`src/rtl/seg_scan_driver.sv`:
```
// Six-digit multiplexed 7-segment scan driver (common anode, active-low pins).
// Scans slots 5..0 round-robin. Each slot opens with a blanking gap, and the
// six digits are latched once per frame.
// Optional build macro: SEG_LZ_BLANK_EN enables leading-zero suppression.
module seg_scan_driver #(
  parameter int unsigned SCAN_DIV  = 50000,
  parameter int unsigned BLANK_CYC = 500,
  parameter logic [5:0]  DP_MASK   = 6'b010100
) (
  input  logic       clk,
  input  logic       hard_reset,
  input  logic [3:0] d,
  input  logic [3:0] e,
  input  logic [3:0] f,
  input  logic [3:0] g,
  input  logic [3:0] h,
  input  logic [3:0] i,
  output logic [5:0] an,
  output logic [6:0] seg,
  output logic       dp,
  output logic       frame_start
);

  localparam int unsigned CNT_W = (SCAN_DIV > 1) ? $clog2(SCAN_DIV) : 1;
  localparam logic [CNT_W-1:0] CNT_MAX = CNT_W'(SCAN_DIV - 1);

  // Active-low segment pattern (gfedcba) for one BCD digit; codes 10-15 show a dash.
  function automatic logic [6:0] seg_decode(input logic [3:0] v);
    case (v)
      4'd0:    return 7'h40;
      4'd1:    return 7'h79;
      4'd2:    return 7'h24;
      4'd3:    return 7'h30;
      4'd4:    return 7'h19;
      4'd5:    return 7'h12;
      4'd6:    return 7'h02;
      4'd7:    return 7'h78;
      4'd8:    return 7'h00;
      4'd9:    return 7'h10;
      default: return 7'h3F;
    endcase
  endfunction

`ifdef SEG_LZ_BLANK_EN
  // Slot k is dark when slots 5..k all hold zero. Slot 0 always stays lit.
  function automatic logic [5:0] lz_mask_f(input logic [23:0] s);
    logic [5:0] m;
    m    = '0;
    m[5] = (s[23:20] == 4'd0);
    for (int k = 4; k >= 1; k--) begin
      m[k] = m[k+1] && (s[4*k +: 4] == 4'd0);
    end
    return m;
  endfunction
`endif

  logic [CNT_W-1:0] div_cnt;
  logic [CNT_W-1:0] div_cnt_nxt;
  logic [2:0]       idx;
  logic [2:0]       idx_nxt;
  logic [23:0]      snap;
  logic [23:0]      snap_eff;
  logic             snap_now_c;
  logic             in_blank_c;
  logic             lz_blank_c;
  logic [3:0]       digit_c;
  logic [5:0]       an_nxt;
  logic [6:0]       seg_nxt;
  logic             dp_nxt;
`ifdef SEG_LZ_BLANK_EN
  logic [5:0]       lz_mask;
  logic [5:0]       lz_eff;
`endif

  // Next scan position, effective snapshot for this cycle and next pin values.
  always_comb begin
    snap_now_c  = (idx == 3'd5) && (div_cnt == '0);
    div_cnt_nxt = (div_cnt == CNT_MAX) ? '0 : div_cnt + CNT_W'(1);
    idx_nxt     = idx;
    if (div_cnt == CNT_MAX) begin
      idx_nxt = (idx == 3'd0) ? 3'd5 : idx - 3'd1;
    end
    // The frame's first slot uses the digits being latched now, so a frame is never mixed.
    snap_eff = snap_now_c ? {d, e, f, g, h, i} : snap;
`ifdef SEG_LZ_BLANK_EN
    lz_eff     = snap_now_c ? lz_mask_f({d, e, f, g, h, i}) : lz_mask;
    lz_blank_c = lz_eff[idx];
`else
    lz_blank_c = 1'b0;
`endif
    case (idx)
      3'd5:    digit_c = snap_eff[23:20];
      3'd4:    digit_c = snap_eff[19:16];
      3'd3:    digit_c = snap_eff[15:12];
      3'd2:    digit_c = snap_eff[11:8];
      3'd1:    digit_c = snap_eff[7:4];
      default: digit_c = snap_eff[3:0];
    endcase
    in_blank_c = (32'(div_cnt) < BLANK_CYC);
    an_nxt     = 6'h3F;
    seg_nxt    = 7'h7F;
    dp_nxt     = 1'b1;
    if (!in_blank_c && !lz_blank_c) begin
      an_nxt  = ~(6'b000001 << idx);
      seg_nxt = seg_decode(digit_c);
      dp_nxt  = ~DP_MASK[idx];
    end
  end

  // Scan state, frame snapshot and registered display pins.
  always_ff @(posedge clk) begin
    if (!hard_reset) begin
      div_cnt     <= '0;
      idx         <= 3'd5;
      snap        <= '0;
`ifdef SEG_LZ_BLANK_EN
      lz_mask     <= '0;
`endif
      an          <= 6'h3F;
      seg         <= 7'h7F;
      dp          <= 1'b1;
      frame_start <= 1'b0;
    end else begin
      div_cnt     <= div_cnt_nxt;
      idx         <= idx_nxt;
      snap        <= snap_eff;
`ifdef SEG_LZ_BLANK_EN
      lz_mask     <= lz_eff;
`endif
      an          <= an_nxt;
      seg         <= seg_nxt;
      dp          <= dp_nxt;
      frame_start <= snap_now_c;
    end
  end

endmodule

```
`config.mk`:
```
export PLATFORM = sky130hd
export DESIGN_NAME = seg_scan_driver
export DESIGN_NICKNAME = d
export VERILOG_FILES = /design/src/rtl/seg_scan_driver.sv
export SDC_FILE = /design/constraint.sdc
export NUM_CORES = 1
export LEC_CHECK = 0
export ABC_AREA = 0
export CAP_MARGIN = 25
export CORE_ASPECT_RATIO = 1.1
export CORE_MARGIN = 2
export CORE_UTILIZATION = 39
export CTS_CLUSTER_DIAMETER = 200
export DETAILED_ROUTE_END_ITERATION = 7
export HOLD_SLACK_MARGIN = 0.06
export PLACE_DENSITY = 0.7
export REMOVE_ABC_BUFFERS = 1
export SYNTH_ARGS = -nofsm -noshare
export SYNTH_HDL_FRONTEND = slang
export SYNTH_SLANG_ARGS = --single-unit
```
`constraint.sdc`:
```
create_clock -name clk -period 3.6 [get_ports clk]
set_clock_uncertainty 0.1 [all_clocks]
set_input_delay 0.54 -clock clk [delete_from_list [all_inputs] [get_ports clk]]
set_output_delay 0.54 -clock clk [all_outputs]
set_load 0.005 [all_outputs]
```
==> impl_metrics.yaml <==
timing:
  fin_crit_ns: 2.74
  finalCritPeriodShare: 0.760
  fmax_ghz: 0.366
  hold_viol: 0
  finalSetupViolCount: 0
  timing.final.ws_setup_ns: 0.865
  holdWs_ns: 0.270
  rsz0062_at_grt: "false"
  fin_setup_tns_ns: 0
  maxSlewViolCount: 0
  worst_slew_pin_slew_ns: 0.733
  slew_headroom: 0.507
hold_path:
  hold_class: "register to register"
route:
  ant_nets: 0
  drtIter0Drc: 130
  vias: 2335
  routed_wl_mm: 5.89
  wire_per_inst_microns: 13.0
  drc_errors: 0
  drt_pass1_iterations: 4
  vias_per_cell: 5.17
logic_synthesis:
  synth_edf_count: 0
  synth.yosys.seq_area_share: 0.427
  syn_area_sq_um: 2760
  avgSynthCellArea_sq_um: 8.50
  synth_ff_type: "dfxtp_1"
  synth_cell_type_count: 54
  syn_inst: 325
  ys.warnings.count: 0
  yosys.area.top_type: "dfxtp_1"
  synth_seq_cells: 59
  yosys-top-cells-area: "dfxtp_1 (43%), nand2_1 (8.8%), a21boi_0 (6.8%)"
  async_flop_share: 0
  synth_top_area_frac: 0.427
setup_path:
  reg2reg_slack_ns: 0.86
  path_depth: 8
  start_kind: "register"
  crit_fanout: 8
  reg2reg_depth: 8
  r2r_end: "seg[0]"
  crit_chain: "nor4_1 > nand2b_1 > or4_4 > o211ai_2 > inv_2 > ha_1 > nor4_1 > a21oi_1"
  crit_path_frequent_cell: "nor4_1"
  timing.setup.critical_path_class: "register to register"
  reg2reg_from: "div_cnt[12]"
  crit_start: "div_cnt[12]"
  slowest_delay_ns: 0.54
  cpMaxStageDelayCell: "or4_4"
  worstPathArrival_ns: 2.85
  crit_end: "seg[0]"
  critPathBufInv: 1
  crit_path_end_kind: "register"
  crit_family: "simple AND/OR/NAND/NOR gates"
  required_ns: 3.71
power_and_ir_drop:
  p_switching_mw: 0.371
  p_int_mw: 1.28
  combPwrFrac: 0.116
  p_per_area_nw_per_um2: 475
  seq_power_share: 0.422
  swShare: 0.224
  power.total_mw: 1.65
  power_leakage_nw: 1.33
  ir_worst_vdd_mv: 0.273
  clkPwrFrac: 0.462
place:
  port_buffers: 40
  place_ws_ns: 0.881
  hpwl_mm: 4.16
  placed_cell_area_sq_um: 3220
  gp_congestion: 0.813
cts:
  clk_latency_ns: 0.33
  cts_setup_buffers: 0
  clk_path_buf_depth: 2
  cts_tree: "done"
  cts_max_level: 3
  cts_made_buffers: 9
  clock_sinks: 59
  clk_pin_slew_ns: 0.07
  hold_buffers: 0
  cts_resized: 0
  cts_root_buf: "clkbuf_8"
status:
  status: "finished clean"
global_route:
  grt_pass1_vias: 2264
  track_usage: 0.165
  antenna_found_initial: 0
  grt_max_degree: 32
  grt_pass1_wl_mm: 10.2
  grt_overflow_total: 0
floorplanning:
  floorplan.initialDensity: 0.399
  fp.coreArea_sq_um: 6930
  die_y_microns: 92.3
  ioPinCount: 41
  chipWidth_microns: 84.3
  dieArea_sq_um: 7780
  rows: 32
final_layout:
  postLayoutCellArea_sq_um: 3480
  diodes: 0
  layout_commonest_cell: "nand2_1"
  syn_to_final_growth_pct: 25.9
  final_layout_size_suffix_gt1_frac: 0.0845
  fill_cells: 657
  final_cell_mix: "nand2_1 (65), dfxtp_1 (59), clkdlybuf4s50_1 (40), nor2_1 (31), a21boi_0 (25)"
  nNetsFinal: 396
job:
  maxCapViolCount: 0
-- how the worst min path moves through the flow --
stage          depth (start not counted)  slack, ns     start  end
6_report                               1       0.27  register   dp
5_1_grt                                1       0.28  register   dp
4_1_cts                                1       0.28  register   dp
3_5_place_dp                           1       0.26  register   dp
3_3_place_gp                           1       0.25  register   dp
2_1_floorplan                          1       0.24  register   dp
-- cell families after synthesis --
kind of cell	count (synthesis)	synth area share
muxes	8	0.0308
adders and majority gates	8	0.0362
xor gates and xnor gates	16	0.0507
DFF	59	0.427
buffers and inverters	28	0.0444
and+or+nand+nor	152	0.261
AOI/OAI and AO/OA	54	0.149
-- final cells by class --
cell class	instances	area (sq um)	share of cell area
sequential	59	1180	0.339
inverter	11	41.3	0.0119
multi-input combinational	238	1470	0.422
timing repair buffer	43	423	0.121
clock buffer	12	165	0.0474
tap	85	106	0.0306
clock inverter	4	95.1	0.0273
-- power by group through the flow --
stage | combinational [mW] | sequential [mW] | clock [mW]
final | 0.192 | 0.698 | 0.763
after global routing | 0.218 | 0.701 | 0.813
after CTS | 0.193 | 0.698 | 0.783
after detailed placement | 0.192 | 0.712 | 0
after global placement | 0.189 | 0.712 | 0
after floorplan | 0.119 | 0.708 | 0
-- registers in the layout, summed over array words and instances (netlist names), named ones only --
| register | cells |
|---|---|
| an | 6 |
| seg | 7 |
| idx | 3 |
| snap | 24 |
| frame_start | 1 |
| div_cnt | 16 |
| dp | 1 |
-- layer usage --
| metal | up-vias | share of wire | global-route usage |
|---|---|---|---|
| met5 | - | 0 | 0 |
| met4 | 0 | 0.029 | 0.0874 |
| met3 | 12 | 0.048 | 0.0490 |
| met2 | 56 | 0.46 | 0.265 |
| met1 | 1072 | 0.46 | 0.199 |
| li1 | 1195 | - | - |
-- worst register-to-register path: stages (launching register included) --
cell and delay, ns:
dfxtp_1 0.35, nor4_1 0.45, nand2b_1 0.29, or4_4 0.54, o211ai_2 0.18, inv_2 0.11, ha_1 0.21, nor4_1 0.29
a21oi_1 0.09
-- cell usage after synthesis (all sizes together) (2+ instances only) --
cell type / n
nand2: 65
dfxtp: 59
nor2: 31
a21boi: 25
nand3: 18
clkbuf: 11
inv: 11
xor2: 9
ha: 8
nor4: 8
mux2i: 7
nor3: 7
xnor2: 7
a21oi: 6
buf: 6
and3: 5
a221o: 3
o21ai: 3
a2bb2oi: 2
nand2b: 2
nand4: 2
o211ai: 2
o31ai: 2
or3: 2
or4: 2
-- stage by stage --
stage | cells | util
final | 452 | 0.503
after CTS | 452 | 0.503
after floorplan | 308 | -
after detailed placement | 436 | 0.465
after global routing | 452 | 0.503
after global placement | 436 | 0.465
No activity file was read; power rests on OpenSTA's default activity.
==> variant (same settings) <==
Set the parameter `BLANK_CYC` to 256 (it was 500).
--- a/src/rtl/seg_scan_driver.sv
+++ b/src/rtl/seg_scan_driver.sv
@@ -4,7 +4,7 @@
 // Optional build macro: SEG_LZ_BLANK_EN enables leading-zero suppression.
 module seg_scan_driver #(
   parameter int unsigned SCAN_DIV  = 50000,
-  parameter int unsigned BLANK_CYC = 500,
+  parameter int unsigned BLANK_CYC = 256,
   parameter logic [5:0]  DP_MASK   = 6'b010100
 ) (
   input  logic       clk,
Formal check against the unedited RTL: no difference found for any inputs over 10 cycles, from zero or initial values and one cycle with hard_reset low; that may be too few to reach the edited logic, so the function may still have changed.
==> variant against the original RTL <==
Utilization up 1.1 points. Non-clock buffer count unchanged. Via count down 2.1%. Synthesized cell count down 3.4%. Fmax down 13%. Sequential cell count unchanged. Area after synthesis down 2.3%. Critical endpoint is now seg[5]. Sequential share of layout area up 0.74 points. Worst setup slack worse by 0.41 ns. Critical path type unchanged. Clock power down 2%. Count of clock-buffer cells in the layout down 2. Routed wire length up 2.4%. Design area down 2.1%. Largest power group unchanged. Power down 0.29%.
==> variant: results (changes against the original RTL) <==
result of the run=complete, no violations; fraction of synthesis flops using an asynchronous set or reset pin=0% (unchanged); Final nets=388 (-2.0%); path category of the worst min-delay check=flip-flop to flip-flop; largest registers=snap x24, div_cnt x16, seg x7; number of H-tree branching levels=3 (unchanged); wire length of the first global-routing pass=10100 um (-1.1%); clock buffers created by TritonCTS=9 (unchanged); quantity of I/O buffers inserted on ports=40 (unchanged); Pint=1250 uW (-2.4%); CTS clk-pin slew, worst paths=0.07 ns (about the same); prevailing post-synth register cell=sky130_fd_sc_hd__dfxtp_1; pin count of the biggest net entering global routing=27 (-16%); total inserted antenna cells=0 (unchanged); global-route usage over all layers=16.5% (-0.037 points); most frequent cells after synthesis=sky130_fd_sc_hd__dfxtp_1 (59), sky130_fd_sc_hd__nand2_1 (53), sky130_fd_sc_hd__nor2_1 (33); Post-DP HPWL=4430 um (+6.5%); leakage dissipation=0.00132 uW (-0.64%); count of unique library cells instantiated by Yosys=50 (-7.4%); WL per Instance=13.7 um (+4.9%); initial antenna violation count=0 (unchanged); iteration-0 DRC count of the detailed router=95 (-27%); vias in the first global route=2185 (-3.5%); total via count after detailed routing=2287 (-2.1%); clock insertion delay at the later pin of the skew report=0.34 ns; fraction of final layout cells sized beyond drive strength 1=9.47% (+1.0 points); number of inserted filler cells in the final layout=659 (+0.30%); P_seq=697 uW (about the same); Pre-antenna DRT Iters=4 (unchanged); Clock Path Buffers=2 (unchanged); fraction of power consumed by combinational cells=12.3% (+0.7 points); Placer Congestion=0.882 (+8.4%); Data arrival, critical path=3.26 ns (+0.41 ns); total number of yosys warnings=0 (unchanged); worst slew margin relative to its limit=60.1% (+9.5 points); Resize count post-CTS=0 (unchanged); Setup Fix Bufs, Post-CTS=0 (unchanged); critical path fanouts, max=19 (+11); IR Drop Worst-Case VDD=0.000283 V (+3.8%); Hold Violations, Final=0 (unchanged); master cell of the clock root buffer=sky130_fd_sc_hd__clkbuf_8; top cells by area, synth=sky130_fd_sc_hd__dfxtp_1 (44%), sky130_fd_sc_hd__nand2_1 (7.4%), sky130_fd_sc_hd__a21oi_1 (5.4%), sky130_fd_sc_hd__nor2_1 (4.6%), sky130_fd_sc_hd__ha_1 (3.7%); sequential element share of the synthesized area=43.7% (+0.99 points)
[variant: cell count changes after synthesis, moves of 4 or more]
cell / before / now
sky130_fd_sc_hd__a21boi_0: 25 / 1
sky130_fd_sc_hd__a21oi_1: 6 / 29
sky130_fd_sc_hd__nand2_1: 65 / 53
sky130_fd_sc_hd__nor4_1: 7 / 0
sky130_fd_sc_hd__o21ai_0: 2 / 8
sky130_fd_sc_hd__o21ai_1: 1 / 6
sky130_fd_sc_hd__mux2i_1: 6 / 2
sky130_fd_sc_hd__nor3_1: 5 / 9
[variant: per-stage QoR]
step | setup slack, ns | instance area, um^2 | total power, uW | cells | hold WS (ns)
final | 0.458 | 3410 | 1650 | 441 | 0.269
after global routing | 0.180 | 3410 | 1710 | 441 | 0.281
after CTS | 0.476 | 3410 | 1660 | 441 | 0.278
after detailed placement | 0.497 | 3160 | 913 | 425 | 0.262
after global placement | 0.662 | 3160 | 909 | 425 | 0.250
after floorplan | 0.812 | 2630 | 842 | 300 | 0.243
[variant: kinds of logic (layout without fill, tap and decap cells)]
kind of cell	count (synthesis)	count (layout)	share of synthesized area (%)
xor+xnor	15	15	4.86
compound gates	63	63	14.8
fa+ha+maj	8	8	3.71
buf+inv	22	67	3.71
mux	3	3	1.30
flops	59	59	43.7
simple gates	144	144	27.9
[variant: routing by layer]
layer / GRT usage [%] / up-vias / part of all wire [%]
li1: - / 1164 / -
met1: 20.3 / 1045 / 46
met2: 25.7 / 65 / 45
met3: 4.36 / 13 / 5.8
met4: 9.84 / 0 / 3.0
met5: 0 / - / 0
[variant: final timing paths]
path                  start     end  slack [ns]  cells past startpoint
setup reg to reg     idx[0]  seg[5]        0.46                     10
hold reg to reg   flip-flop      dp        0.27                      1
setup / recovery     idx[0]  seg[5]        0.46                     10
hold / removal    flip-flop      dp        0.27                      1
[variant: area by class of cell]
cell class / instances / share of cell area, %
clock inverters: 6 / 3.31
clock buffers: 10 / 4.04
well taps: 82 / 3.01
repair buffers: 43 / 12.4
flip-flops and latches: 59 / 34.7
multi-input cells: 233 / 41.7
inverters: 8 / 0.881
[variant: critical path, stage by stage (launching register included)]
cell and delay, ns:
sky130_fd_sc_hd__dfxtp_1 0.61, sky130_fd_sc_hd__and3b_1 0.32, sky130_fd_sc_hd__and3_1 0.37, sky130_fd_sc_hd__nand2_4 0.20, sky130_fd_sc_hd__mux2_4 0.35, sky130_fd_sc_hd__o32a_2 0.28
sky130_fd_sc_hd__inv_1 0.14, sky130_fd_sc_hd__ha_1 0.20, sky130_fd_sc_hd__nor2_1 0.07, sky130_fd_sc_hd__a2111oi_2 0.29, sky130_fd_sc_hd__o21ai_1 0.09
